<file path="config.mk">
export PLATFORM = sky130hd
export DESIGN_NAME = afe_cmd_sequencer_flat
export DESIGN_NICKNAME = d
export VERILOG_FILES = /design/src/rtl/afe_pkg.sv /design/src/rtl/afe_cmd_sequencer_if.sv /design/src/rtl/afe_watchdog.sv /design/src/rtl/afe_cmd_sequencer.sv /design/src/flat_wrapper.sv
export SDC_FILE = /design/constraint.sdc
export NUM_CORES = 1
export LEC_CHECK = 0
export ABC_CLOCK_PERIOD_IN_PS = 2200
export CORE_MARGIN = 1
export CORE_UTILIZATION = 35
export DETAILED_ROUTE_END_ITERATION = 10
export PLACE_DENSITY_LB_ADDON = 0.05
export SYNTH_ARGS = -nofsm -noshare
export SYNTH_HDL_FRONTEND = slang
export SYNTH_SLANG_ARGS = --single-unit
</file>
<file path="constraint.sdc">
create_clock -name clk -period 2.2 [get_ports clk]
set_input_delay 0.55 -clock clk [delete_from_list [all_inputs] [get_ports clk]]
set_output_delay 0.55 -clock clk [all_outputs]
set_load 0.01 [all_outputs]
</file>
<file path="src/rtl/afe_pkg.sv">
// Shared constants and types for the AFE command sequencer slice.
package afe_pkg;

  localparam int unsigned CMD_W          = 20;
  localparam int unsigned ADDR_W_DEF     = 6;
  localparam int unsigned NUM_INIT_DEF   = 16;
  localparam int unsigned GAP_CYCLES_DEF = 4;
  localparam int unsigned TIMEOUT_DEF    = 64;

  typedef logic [CMD_W-1:0] afe_cmd_t;

  typedef enum logic [2:0] {
    ST_IDLE,
    ST_FETCH,
    ST_LATCH,
    ST_ISSUE,
    ST_WAIT_BUSY,
    ST_WAIT_DONE,
    ST_GAP
  } seq_state_e;

endpackage

</file>
<file path="src/rtl/afe_cmd_sequencer_if.sv">
// Link between the sequencer (master) and afe_serial_out (slave).
interface afe_cmd_sequencer_if;
  import afe_pkg::*;

  logic     afe_enable;
  logic     afe_start;
  afe_cmd_t afe_cmd;
  logic     afe_done;

  modport master (output afe_enable, output afe_start, output afe_cmd, input afe_done);
  modport slave  (input afe_enable, input afe_start, input afe_cmd, output afe_done);

endinterface

</file>
<file path="src/rtl/afe_watchdog.sv">
// Per-wait-state timeout counter; expired_c flags the TIMEOUT-th clock spent waiting.
module afe_watchdog #(
  parameter int unsigned TIMEOUT = 64
) (
  input  logic clk,
  input  logic rst_n,
  input  logic clear,
  input  logic run,
  output logic expired_c
);

  localparam int unsigned CNT_W = $clog2(TIMEOUT + 1);

  logic [CNT_W-1:0] cnt_q, cnt_d;

  assign expired_c = run && (cnt_q == CNT_W'(TIMEOUT - 1));

  always_comb begin
    cnt_d = cnt_q;
    if (clear) begin
      cnt_d = '0;
    end else if (run && !expired_c) begin
      cnt_d = cnt_q + CNT_W'(1);
    end
  end

  always_ff @(posedge clk or negedge rst_n) begin
    if (!rst_n) begin
      cnt_q <= '0;
    end else begin
      cnt_q <= cnt_d;
    end
  end

endmodule

</file>
<file path="src/rtl/afe_cmd_sequencer.sv">
// Replays the init command table into afe_serial_out after init_start, then serves host writes.
module afe_cmd_sequencer
  import afe_pkg::*;
#(
  parameter int unsigned ADDR_W     = ADDR_W_DEF,
  parameter int unsigned NUM_INIT   = NUM_INIT_DEF,
  parameter int unsigned GAP_CYCLES = GAP_CYCLES_DEF,
  parameter int unsigned TIMEOUT    = TIMEOUT_DEF
) (
  input  logic                clk,
  input  logic                reset_n,
  input  logic                init_start,
  output logic [ADDR_W-1:0]   rom_addr,
  input  afe_cmd_t            rom_data,
  input  logic                host_req,
  input  afe_cmd_t            host_data,
  output logic                host_ack,
  output logic                init_done,
  output logic                busy,
  output logic                error,
  afe_cmd_sequencer_if.master afe
);

  localparam int unsigned IDX_W = ADDR_W + 1;
  localparam int unsigned GAP_W = $clog2(GAP_CYCLES) + 1;
  localparam logic [IDX_W-1:0] LAST_IDX = IDX_W'(NUM_INIT - 1);

  seq_state_e        state_q, state_d;
  logic [IDX_W-1:0]  idx_q, idx_d;
  logic [GAP_W-1:0]  gap_cnt_q, gap_cnt_d;
  logic              is_host_q, is_host_d;
  logic [ADDR_W-1:0] rom_addr_q, rom_addr_d;
  afe_cmd_t          cmd_q, cmd_d;
  logic              start_q, start_d;
  logic              enable_q, enable_d;
  logic              host_ack_q, host_ack_d;
  logic              init_done_q, init_done_d;
  logic              busy_q, busy_d;
  logic              error_q, error_d;

  logic wd_clear_c, wd_run_c, wd_expired_c, gap_done_c;

  afe_watchdog #(.TIMEOUT(TIMEOUT)) u_watchdog (
    .clk       (clk),
    .rst_n     (reset_n),
    .clear     (wd_clear_c),
    .run       (wd_run_c),
    .expired_c (wd_expired_c)
  );

  assign wd_run_c   = (state_q == ST_WAIT_BUSY) || (state_q == ST_WAIT_DONE);
  assign gap_done_c = (gap_cnt_q == GAP_W'(GAP_CYCLES - 1));

  // Next-state and registered-output computation.
  always_comb begin
    state_d     = state_q;
    idx_d       = idx_q;
    gap_cnt_d   = gap_cnt_q;
    is_host_d   = is_host_q;
    rom_addr_d  = rom_addr_q;
    cmd_d       = cmd_q;
    host_ack_d  = 1'b0;
    init_done_d = init_done_q;
    error_d     = error_q;
    wd_clear_c  = 1'b0;

    unique case (state_q)
      ST_IDLE: begin
        if (init_start) begin
          state_d     = ST_FETCH;
          idx_d       = '0;
          rom_addr_d  = '0;
          is_host_d   = 1'b0;
          init_done_d = 1'b0;
          error_d     = 1'b0;
        end else if (host_req && init_done_q && !host_ack_q) begin
          state_d   = ST_ISSUE;
          cmd_d     = host_data;
          is_host_d = 1'b1;
        end
      end
      ST_FETCH: state_d = ST_LATCH;
      ST_LATCH: begin
        cmd_d   = rom_data;
        state_d = ST_ISSUE;
      end
      ST_ISSUE: begin
        state_d    = ST_WAIT_BUSY;
        wd_clear_c = 1'b1;
      end
      ST_WAIT_BUSY: begin
        if (wd_expired_c) begin
          error_d   = 1'b1;
          gap_cnt_d = '0;
          state_d   = ST_GAP;
        end else if (!afe.afe_done) begin
          state_d    = ST_WAIT_DONE;
          wd_clear_c = 1'b1;
        end
      end
      ST_WAIT_DONE: begin
        if (afe.afe_done) begin
          gap_cnt_d = '0;
          state_d   = ST_GAP;
        end else if (wd_expired_c) begin
          error_d   = 1'b1;
          gap_cnt_d = '0;
          state_d   = ST_GAP;
        end
      end
      ST_GAP: begin
        if (!gap_done_c) begin
          gap_cnt_d = gap_cnt_q + GAP_W'(1);
        end else if (is_host_q) begin
          host_ack_d = 1'b1;
          state_d    = ST_IDLE;
        end else if (idx_q == LAST_IDX) begin
          init_done_d = 1'b1;
          state_d     = ST_IDLE;
        end else begin
          idx_d      = idx_q + IDX_W'(1);
          rom_addr_d = ADDR_W'(idx_q + IDX_W'(1));
          state_d    = ST_FETCH;
        end
      end
      default: state_d = ST_IDLE;
    endcase

    start_d  = (state_d == ST_ISSUE);
    enable_d = (state_d == ST_ISSUE) || (state_d == ST_WAIT_BUSY) || (state_d == ST_WAIT_DONE);
    busy_d   = (state_d != ST_IDLE);
  end

  always_ff @(posedge clk or negedge reset_n) begin
    if (!reset_n) begin
      state_q     <= ST_IDLE;
      idx_q       <= '0;
      gap_cnt_q   <= '0;
      is_host_q   <= 1'b0;
      rom_addr_q  <= '0;
      cmd_q       <= '0;
      start_q     <= 1'b0;
      enable_q    <= 1'b0;
      host_ack_q  <= 1'b0;
      init_done_q <= 1'b0;
      busy_q      <= 1'b0;
      error_q     <= 1'b0;
    end else begin
      state_q     <= state_d;
      idx_q       <= idx_d;
      gap_cnt_q   <= gap_cnt_d;
      is_host_q   <= is_host_d;
      rom_addr_q  <= rom_addr_d;
      cmd_q       <= cmd_d;
      start_q     <= start_d;
      enable_q    <= enable_d;
      host_ack_q  <= host_ack_d;
      init_done_q <= init_done_d;
      busy_q      <= busy_d;
      error_q     <= error_d;
    end
  end

  assign rom_addr       = rom_addr_q;
  assign host_ack       = host_ack_q;
  assign init_done      = init_done_q;
  assign busy           = busy_q;
  assign error          = error_q;
  assign afe.afe_enable = enable_q;
  assign afe.afe_start  = start_q;
  assign afe.afe_cmd    = cmd_q;

endmodule

</file>
<file path="src/flat_wrapper.sv">
// flat-port wrapper written by rule: the top's interface ports become plain ports
module afe_cmd_sequencer_flat import afe_pkg::*;
#(
  parameter int unsigned ADDR_W     = ADDR_W_DEF,
  parameter int unsigned NUM_INIT   = NUM_INIT_DEF,
  parameter int unsigned GAP_CYCLES = GAP_CYCLES_DEF,
  parameter int unsigned TIMEOUT    = TIMEOUT_DEF
)
  (clk, reset_n, init_start, rom_addr, rom_data, host_req, host_data, host_ack, init_done, busy, error, afe_afe_enable, afe_afe_start, afe_afe_cmd, afe_afe_done);
  afe_cmd_sequencer_if afe_i ();
  input  logic clk;
  input  logic reset_n;
  input  logic init_start;
  output logic [ADDR_W-1:0] rom_addr;
  input  afe_cmd_t rom_data;
  input  logic host_req;
  input  afe_cmd_t host_data;
  output logic host_ack;
  output logic init_done;
  output logic busy;
  output logic error;
  output wire logic [$bits(afe_i.afe_enable)-1:0] afe_afe_enable;
  output wire logic [$bits(afe_i.afe_start)-1:0] afe_afe_start;
  output wire logic [$bits(afe_i.afe_cmd)-1:0] afe_afe_cmd;
  input wire logic [$bits(afe_i.afe_done)-1:0] afe_afe_done;
  assign afe_afe_enable = afe_i.afe_enable;
  assign afe_afe_start = afe_i.afe_start;
  assign afe_afe_cmd = afe_i.afe_cmd;
  assign afe_i.afe_done = afe_afe_done;
  afe_cmd_sequencer #(.ADDR_W(ADDR_W), .NUM_INIT(NUM_INIT), .GAP_CYCLES(GAP_CYCLES), .TIMEOUT(TIMEOUT)) u_core (.clk(clk), .reset_n(reset_n), .init_start(init_start), .rom_addr(rom_addr), .rom_data(rom_data), .host_req(host_req), .host_data(host_data), .host_ack(host_ack), .init_done(init_done), .busy(busy), .error(error), .afe(afe_i));
endmodule
</file>
## After elaboration in Yosys (flattened, before gate mapping)

Cells that the tools add are included.

| word-level totals | value |
|---|---|
| flip-flop bits (word level) | 53 |
| word-level logic and storage cells | 105 |

| cells by class | value |
|---|---|
| $add $sub $neg | 3 |
| equal/unequal tests | 21 |
| mux-type cells | 45 |
| reduce and logical (&&, ||, !) cells | 23 |

Operator list:

| operator | number |
|---|---|
| $mux W7 | 6 |
| $mux W20 | 2 |
| $pmux W20 S2 | 1 |
| $mux W3 | 11 |
| $mux W6 | 4 |
| $pmux W3 S7 | 1 |
| $eq A3 B3 Y1 const B | 5 |
| $add A7 B1 Y7 const B | 2 |
| $mux W1 | 14 |
| $pmux W7 S2 | 1 |
| $eq A3 B2 Y1 const B | 4 |
| $ne A2 B2 Y1 const B | 6 |
| $pmux W6 S2 | 1 |
| $reduce_and A5 Y1 | 2 |
| $pmux W3 S3 | 1 |
| $reduce_bool A3 Y1 | 3 |
| $reduce_bool A2 Y1 | 4 |
| $eq A7 B4 Y1 const B | 1 |
| $eq A7 B6 Y1 const B | 1 |
| $ne A2 B1 Y1 const B | 3 |
| $reduce_and A3 Y1 | 2 |
| $logic_and A1 B1 Y1 | 4 |
| $pmux W1 S2 | 2 |
| $reduce_and A2 Y1 | 2 |
| 6 further kinds | 9 |

## Longest topological paths before layout

Gate-level depths: netlist (run 1).

| depth | value |
|---|---|
| word-level depth | 9 |
| depth in mapped cells | 6 |

## Modules after synthesis

Synthesis (run 1) repeated with hierarchy kept, for this count alone.

| unflattened totals | value |
|---|---|
| cell total of the unflattened synthesis | 213 |
| area total of the unflattened synthesis | 2,570.0 um^2 |

Modules (own cells, without submodules):

| module | instances | cells each | area an instance (um^2) | seq. area each (um^2) |
|---|---|---|---|---|
| afe_cmd_sequencer | 1 | 174 | 2,179.6 | 1,001.0 |
| afe_watchdog | 1 | 39 | 390.4 | 175.2 |

## Worst setup path before layout (run 1)

No wires, ideal clock.

| timing | value |
|---|---|
| kind | input-to-reg |
| start point | in host_req |
| end point | reg u_core.enable_q, in the netlist u_core.afe.afe_enable |
| setup time | 0.126 ns |
| data arrival time | 1.715 ns |
| path slack | 0.359 ns |
| stages on the path | 5 |
| buffers on the path | 1 |
| cell sequence | and3b_1 -> o31ai_1 -> a31oi_4 -> buf_6 -> a311o_1 |

| between the ends | value |
|---|---|
| longest elaborated chain between the ends | 8 |
| elaborated cells between the ends (all ways) | 10 |

RTL lines:

| element | line | source |
|---|---|---|
| start, declared | flat_wrapper.sv:16 | `input logic host_req;` |
| $logic_and A1 B1 Y1 (2 in a row) | afe_cmd_sequencer.sv:76 | `end else if (host_req && init_done_q && !host_ack_q) begin` |
| $mux W3 | afe_cmd_sequencer.sv:76 |  |
| $mux W3 | afe_cmd_sequencer.sv:69 | `if (init_start) begin` |
| $pmux W3 S7 | afe_cmd_sequencer.sv:67 | `unique case (state_q)` |
| $eq A3 B2 Y1 | -- |  |
| net u_core.start_d | afe_cmd_sequencer.sv:34 | `logic start_q, start_d;` |
| $logic_or A1 B1 Y1 (2 in a row) | afe_cmd_sequencer.sv:130 | `enable_d = (state_d == ST_ISSUE) \|\| (state_d == ST_WAIT_BUSY) \|\| (state_d == ST_WAIT_DONE);` |
| net u_core.enable_d | afe_cmd_sequencer.sv:35 | `logic enable_q, enable_d;` |
| end signal, assigned | afe_cmd_sequencer.sv:156 | `enable_q <= enable_d;` |
| end, declared | afe_cmd_sequencer.sv:35 |  |

The timed path passes the listed nets, and every way through them passes these cells.
A chain may end at the register's enable or synchronous reset.

## Final worst setup path (run 1)

| timing | value |
|---|---|
| start point | in init_start |
| end point | reg u_core.idx_q[6] |

| between the ends | value |
|---|---|
| longest elaborated chain between the ends | 2 |

RTL lines:

| element | line | source |
|---|---|---|
| start, declared | flat_wrapper.sv:13 | `input logic init_start;` |
| $ne A2 B2 Y1 (no line) | -- |  |
| $reduce_and A5 Y1 (no line) | -- |  |
| end signal, assigned | afe_cmd_sequencer.sv:150 | `idx_q <= idx_d;` |
| end, declared | afe_cmd_sequencer.sv:29 | `logic [IDX_W-1:0] idx_q, idx_d;` |

No other way between the ends.

==> results of run 1 <==
[per-layer routing]
layer	share of wire, %	up-vias
met5	0	-
met3	5.3	4
li1	-	955
met2	44	51
met4	1.1	0
met1	50	888
[stage by stage]
| step | utilization (%) | power [uW] | hold slack, ns | std cells | setup TNS [ns] |
|---|---|---|---|---|---|
| 6_report | 52.0 | 4020 | 0.227 | 398 | 0 |
| 5_1_grt | 52.0 | 4320 | 0.235 | 398 | 0 |
| 4_1_cts | 52.0 | 4090 | 0.230 | 398 | 0 |
| 3_5_place_dp | 50.8 | 3560 | 0.470 | 390 | -4.33 |
| 3_3_place_gp | 50.8 | 3540 | 0.461 | 390 | -3.54 |
| 2_1_floorplan | - | 2610 | 0.254 | 211 | 0 |
[cell type report]
| cell class | count | area, sq um | area share (%) |
|---|---|---|---|
| clock buffers | 6 | 72.6 | 2.04 |
| multi-input cells | 144 | 1200 | 33.8 |
| flip-flops and latches | 47 | 1180 | 33.1 |
| repair buffers | 96 | 943 | 26.5 |
| well taps | 96 | 120 | 3.38 |
| inverters | 7 | 26.3 | 0.739 |
| clock inverters | 2 | 12.5 | 0.352 |
[path summary, 6_finish.rpt]
check,endpoint,slack [ns],depth (start not counted)
setup / recovery,u_core.idx_q[6],0.08,5
hold / removal,u_core.afe.afe_cmd[3],0.23,2
setup reg to reg,u_core.idx_q[6],0.21,5
hold reg to reg,u_core.gap_cnt_q[2],0.49,1
max in group asynchronous,u_core.u_watchdog.cnt_q[6],1.75,2
min in group clk,u_core.gap_cnt_q[2],0.49,1
[registers in the layout, indices dropped and copies added, names as in the netlist, 3 cells and up]
signal	flops
u_core.gap_cnt_q	3
u_core.state_q	3
u_core.afe.afe_cmd	20
u_core.u_watchdog.cnt_q	7
u_core.idx_q	7
[synthesized netlist by cell type, types with 2 or more instances]
master    instances  area share [%]
a21o_1            2            0.60
a21oi_1           7             1.4
a31oi_1           2            0.50
and2_1            2            0.50
and3_1            4             1.0
and3b_1           2            0.70
buf_2             3            0.60
buf_4             6             1.8
buf_6             2            0.90
clkbuf_1          2            0.30
dfrtp_1          47              47
ha_1              4             2.0
inv_1             7             1.1
mux2_2           35              16
mux2_4            6             3.6
mux2i_1           2            0.80
nand2_1          10             1.5
nand2b_1          4             1.0
nand3_1           5             1.0
nand3b_1          2            0.60
nand4_1           2            0.50
nand4b_1          2            0.70
nor2_1           12             1.8
nor3_1            4            0.80
o211ai_1          3            0.90
o21ai_0           5             1.0
o311ai_0          2            0.70
o31ai_1           5             1.5
or4_1             3            0.90
xor2_1            3             1.1
[logic make-up (layout without fill, tap and decap cells)]
logic type | after synthesis | after routing | synth area share, %
mux | 43 | 43 | 20.2
simple gates | 58 | 58 | 13.3
fa+ha+maj | 4 | 4 | 2.01
xor+xnor | 3 | 3 | 1.05
compound gates | 36 | 36 | 11.6
flops | 47 | 47 | 47.1
buf+inv | 20 | 111 | 4.66
[power by group]
part	internal, uW	switching (uW)	leakage, uW	total [uW]
logic	1270	843	0.000889	2120
clock network	223	287	0.0000412	509
registers	1170	217	0.000593	1390
==> flow_summary.json, run 1 <==
{
  "hold_path.class": "input port to asynchronous set/reset pin",
  "synthArstFlopShare_pct": 100,
  "fin_skew_ns": 0.00651,
  "drc": 0,
  "rsz0062_at_grt": "false",
  "most-common-layout-cells": "clkdlybuf4s50_1, dfrtp_1, mux2_2, buf_4, nor2_1",
  "synth-edff-count": 0,
  "core.rowCount": 30,
  "syn-num-nets": 260,
  "critPathTopFamily": "simple AND/OR/NAND/NOR gates",
  "critPathCaptureType": "register",
  "met2_usage_pct": 24.8,
  "cts_tree": "built",
  "ant_nets": 0,
  "syn_area_sq_um": 2490,
  "routedWlPerCell_um": 13.5,
  "clkLatencyLatePin_ns": 0.30,
  "ioPinCount": 77,
  "synthCells": 211,
  "outcome": "finished clean",
  "dieArea_sq_um": 7470,
  "startpoint_type": "input port",
  "met1_usage_pct": 20.6,
  "cts.sinks": 47,
  "clkSlewWorstSetupHoldPaths_ns": 0.09,
  "ys_types": 46,
  "slew_headroom_pct": 65.8,
  "hpwl_mm": 3.98,
  "grt_start_max_net_pins": 48,
  "slowest_stage": "clkdlybuf4s50_1",
  "drtIter0Drc": 36,
  "ys_ff_latch": 47,
  "cts_buffer_depth": 2,
  "met3_usage_pct": 3.14,
  "start_util_pct": 36.5,
  "r2r_start": "u_core.state_q[1]",
  "grt_overflow": 0,
  "layout_min_cycle_time_ns": 2.12,
  "drive_gt1_share_pct": 24.5,
  "io_buffers": 76,
  "num_antenna_cells": 0,
  "cp-startpoint": "init_start",
  "drv_cap": 0,
  "path_buf_inv": 1,
  "routed_wl_mm": 5.39,
  "worst_ep_arrival_time_ns": 2.34,
  "pre_cts_slack_ns": -0.209,
  "finalHoldViolCount": 0,
  "maxSlewViolCount": 0,
  "ys_seq_area_share_pct": 47.1,
  "ys_warn_count": 0,
  "gp_congestion": 0.751,
  "core-area_sq_um": 6830,
  "place_area_sq_um": 3470,
  "cts-root-buf": "clkbuf_8",
  "critPathMaxStageDelay_ns": 0.53,
  "numCtsBuffers": 5,
  "crit_required_ns": 2.42,
  "fp.dieH_um": 86.4,
  "cts_max_level": 2,
  "cts_setup_buffers": 0,
  "fin_ws_ns": 0.0844,
  "firstDrtPassIters": 4,
  "die_w_um": 86.4,
  "n_fill_cell": 631,
  "busiest_layer": "met2",
  "synth_flop_cell": "dfrtp_1",
  "avgViaCountPerCell": 4.77,
  "clock.fmax_mhz": 473,
  "antenna_found_initial": 0,
  "finalCritPeriodShare_pct": 96.2,
  "cp_cell_sequence": "clkdlybuf4s50_1 > or3b_1 > a21o_1 > or4_1 > a21oi_1",
  "final-setup-viol-count": 0,
  "critical_path_class": "input port to register",
  "worst_slew_pin_slew_ns": 0.508,
  "syn_to_final_growth_pct": 42.4,
  "fin_area_sq_um": 3550,
  "p_per_area_nw_per_um2": 1130,
  "vias": 1898,
  "grt_pass1_wl_mm": 8.91,
  "grt.total_usage_pct": 15.3,
  "syn_area_per_cell_sq_um": 11.8,
  "worstPathMaxFanout": 6,
  "cts-resized-gates": 0,
  "fin_nets": 350,
  "grt_pass1_vias": 1873,
  "hold_buffers": 0,
  "mostFrequentLayoutCell": "clkdlybuf4s50_1",
  "p_leak_uw": 0.00152,
  "irDropWorstVdd_mv": 0.393
}
(Power assumes the default switching activity.)
==> run 2, diff against run 1 <==
--- a/config.mk
+++ b/config.mk
@@ -9,7 +9,7 @@
 export CORE_MARGIN = 1
 export CORE_UTILIZATION = 35
 export DETAILED_ROUTE_END_ITERATION = 10
-export PLACE_DENSITY_LB_ADDON = 0.05
+export PLACE_DENSITY = 0.61
 export SYNTH_ARGS = -nofsm -noshare
 export SYNTH_HDL_FRONTEND = slang
 export SYNTH_SLANG_ARGS = --single-unit
==> flow_summary.json, run 2 (synthesized netlist as in run 1, its figures left out) <==
{
  "seqPwrFrac_pct": 34.9,
  "grt.total_usage_pct": 15.7,
  "path_buf_inv": 2,
  "syn_to_final_growth_pct": 41.7,
  "grt_pass1_wl_mm": 9.09,
  "dieArea_sq_um": 7470,
  "critPathTopFamily": "buffers and inverters",
  "largest_reg_flops": 20,
  "p_per_area_nw_per_um2": 1140,
  "reg2reg_to": "u_core.afe.afe_cmd[13]",
  "cp_cell_sequence": "clkdlybuf4s50_1 > nor4bb_1 > o31ai_1 > a31oi_4 > buf_4 > mux2_2",
  "finalCritPeriodShare_pct": 97.8,
  "io_buffers": 76,
  "cts-resized-gates": 0,
  "critical_path_class": "input port to register",
  "cts_tree": "built",
  "layout_min_cycle_time_ns": 2.15,
  "worst_ep_arrival_time_ns": 2.34,
  "startpoint_type": "input port",
  "die_w_um": 86.4,
  "switching_share_pct": 33.7,
  "path_depth": 6,
  "utilization_pct": 51.8,
  "slew_headroom_pct": 59.0,
  "ioPinCount": 77,
  "critPathCaptureType": "register",
  "numCtsBuffers": 5,
  "drv_cap": 0,
  "rsz0062_at_grt": "false",
  "worst_slew_pin_slew_ns": 0.610,
  "crit_path_end": "u_core.afe.afe_cmd[13]",
  "vias": 1928,
  "crit_required_ns": 2.39,
  "clkSlewWorstSetupHoldPaths_ns": 0.09,
  "clock.fmax_mhz": 465,
  "hpwl_mm": 4.01,
  "routedWlPerCell_um": 13.9,
  "grt_pass1_vias": 1977,
  "num_antenna_cells": 0,
  "start_util_pct": 36.5,
  "intPower_uw": 2680,
  "clkLatencyLatePin_ns": 0.30,
  "grt_start_max_net_pins": 48,
  "power_frac_clock_pct": 13.2,
  "combinationalPowerShare_pct": 51.9,
  "most-common-layout-cells": "clkdlybuf4s50_1, dfrtp_1, mux2_2, buf_4, nor2_1",
  "slowest_stage": "clkdlybuf4s50_1",
  "core-area_sq_um": 6830,
  "cts-root-buf": "clkbuf_8",
  "r2r_start": "u_core.state_q[1]",
  "hold_ws_ns": 0.332,
  "cts_buffer_depth": 2,
  "p_leak_uw": 0.00152,
  "cts.sinks": 47,
  "avgViaCountPerCell": 4.87,
  "hold_path.class": "input port to asynchronous set/reset pin",
  "routed_wl_mm": 5.51,
  "cp-startpoint": "init_start",
  "drive_gt1_share_pct": 24.3,
  "irDropWorstVdd_mv": 0.326,
  "worstRegToRegCells": 5,
  "antenna_found_initial": 0,
  "drc": 0,
  "firstDrtPassIters": 4,
  "drtIter0Drc": 68,
  "core.rowCount": 30,
  "fin_nets": 349,
  "hold_buffers": 0,
  "maxSlewViolCount": 0,
  "finalHoldViolCount": 0,
  "fp.dieH_um": 86.4,
  "r2r_slack_ns": 0.19,
  "outcome": "finished clean",
  "cts_setup_buffers": 0,
  "worstPathMaxFanout": 7,
  "ant_nets": 0,
  "grt_overflow": 0,
  "gp_congestion": 0.841,
  "critPathMaxStageDelay_ns": 0.47,
  "cts_max_level": 2,
  "fin_skew_ns": 0.00664,
  "final-setup-viol-count": 0,
  "mostFrequentLayoutCell": "clkdlybuf4s50_1",
  "switchingPower_uw": 1360
}
## run 2: how the worst min path moves through the flow
stage	from	to	slack [ns]	cells past startpoint
after CTS	reset_n	u_core.idx_q[2]	0.36	2
final	reset_n	u_core.idx_q[2]	0.33	2
after detailed placement	u_core.gap_cnt_q[2]	u_core.gap_cnt_q[2]	0.47	1
after global routing	reset_n	u_core.idx_q[2]	0.39	2
after global placement	u_core.gap_cnt_q[2]	u_core.gap_cnt_q[2]	0.46	1
after floorplan	reset_n	u_core.afe.afe_cmd[0]	0.25	0
## run 2: layout make-up
class / count / area (sq um)
clock buffers: 6 / 82.6
clock inverters: 1 / 5.00
fillers: 643 / 3300
inverters: 7 / 26.3
multi-input cells: 144 / 1200
flip-flops and latches: 47 / 1180
well taps: 96 / 120
repair buffers: 95 / 923
## run 2: layer usage
metal  vias to the layer above  wire, um  track usage, %
met1                       916      2480            18.8
met2                        55      2620            27.3
li1                        950         -               -
met5                         -         0               0
met4                         0        87            5.91
met3                         7       323            3.71
## run 2: per-stage QoR
step | std cells | total power [uW] | setup TNS, ns | setup slack, ns | area [sq um]
CTS | 396 | 4100 | 0 | 0.0676 | 3540
floorplan | 211 | 2610 | 0 | 0.359 | 2490
global placement | 389 | 3500 | -4.70 | -0.211 | 3450
global route | 396 | 4320 | 0 | 0.00212 | 3540
finish | 396 | 4040 | 0 | 0.0474 | 3540
detailed placement | 389 | 3540 | -5.59 | -0.264 | 3450
## run 2: power by group through the flow
| stage | sequential, uW | combinational, uW | clock [uW] |
|---|---|---|---|
| 2_1_floorplan | 1460 | 1140 | 0 |
| 4_1_cts | 1410 | 2120 | 559 |
| 3_5_place_dp | 1430 | 2120 | 0 |
| 3_3_place_gp | 1420 | 2080 | 0 |
| 6_report | 1410 | 2090 | 534 |
| 5_1_grt | 1460 | 2260 | 595 |
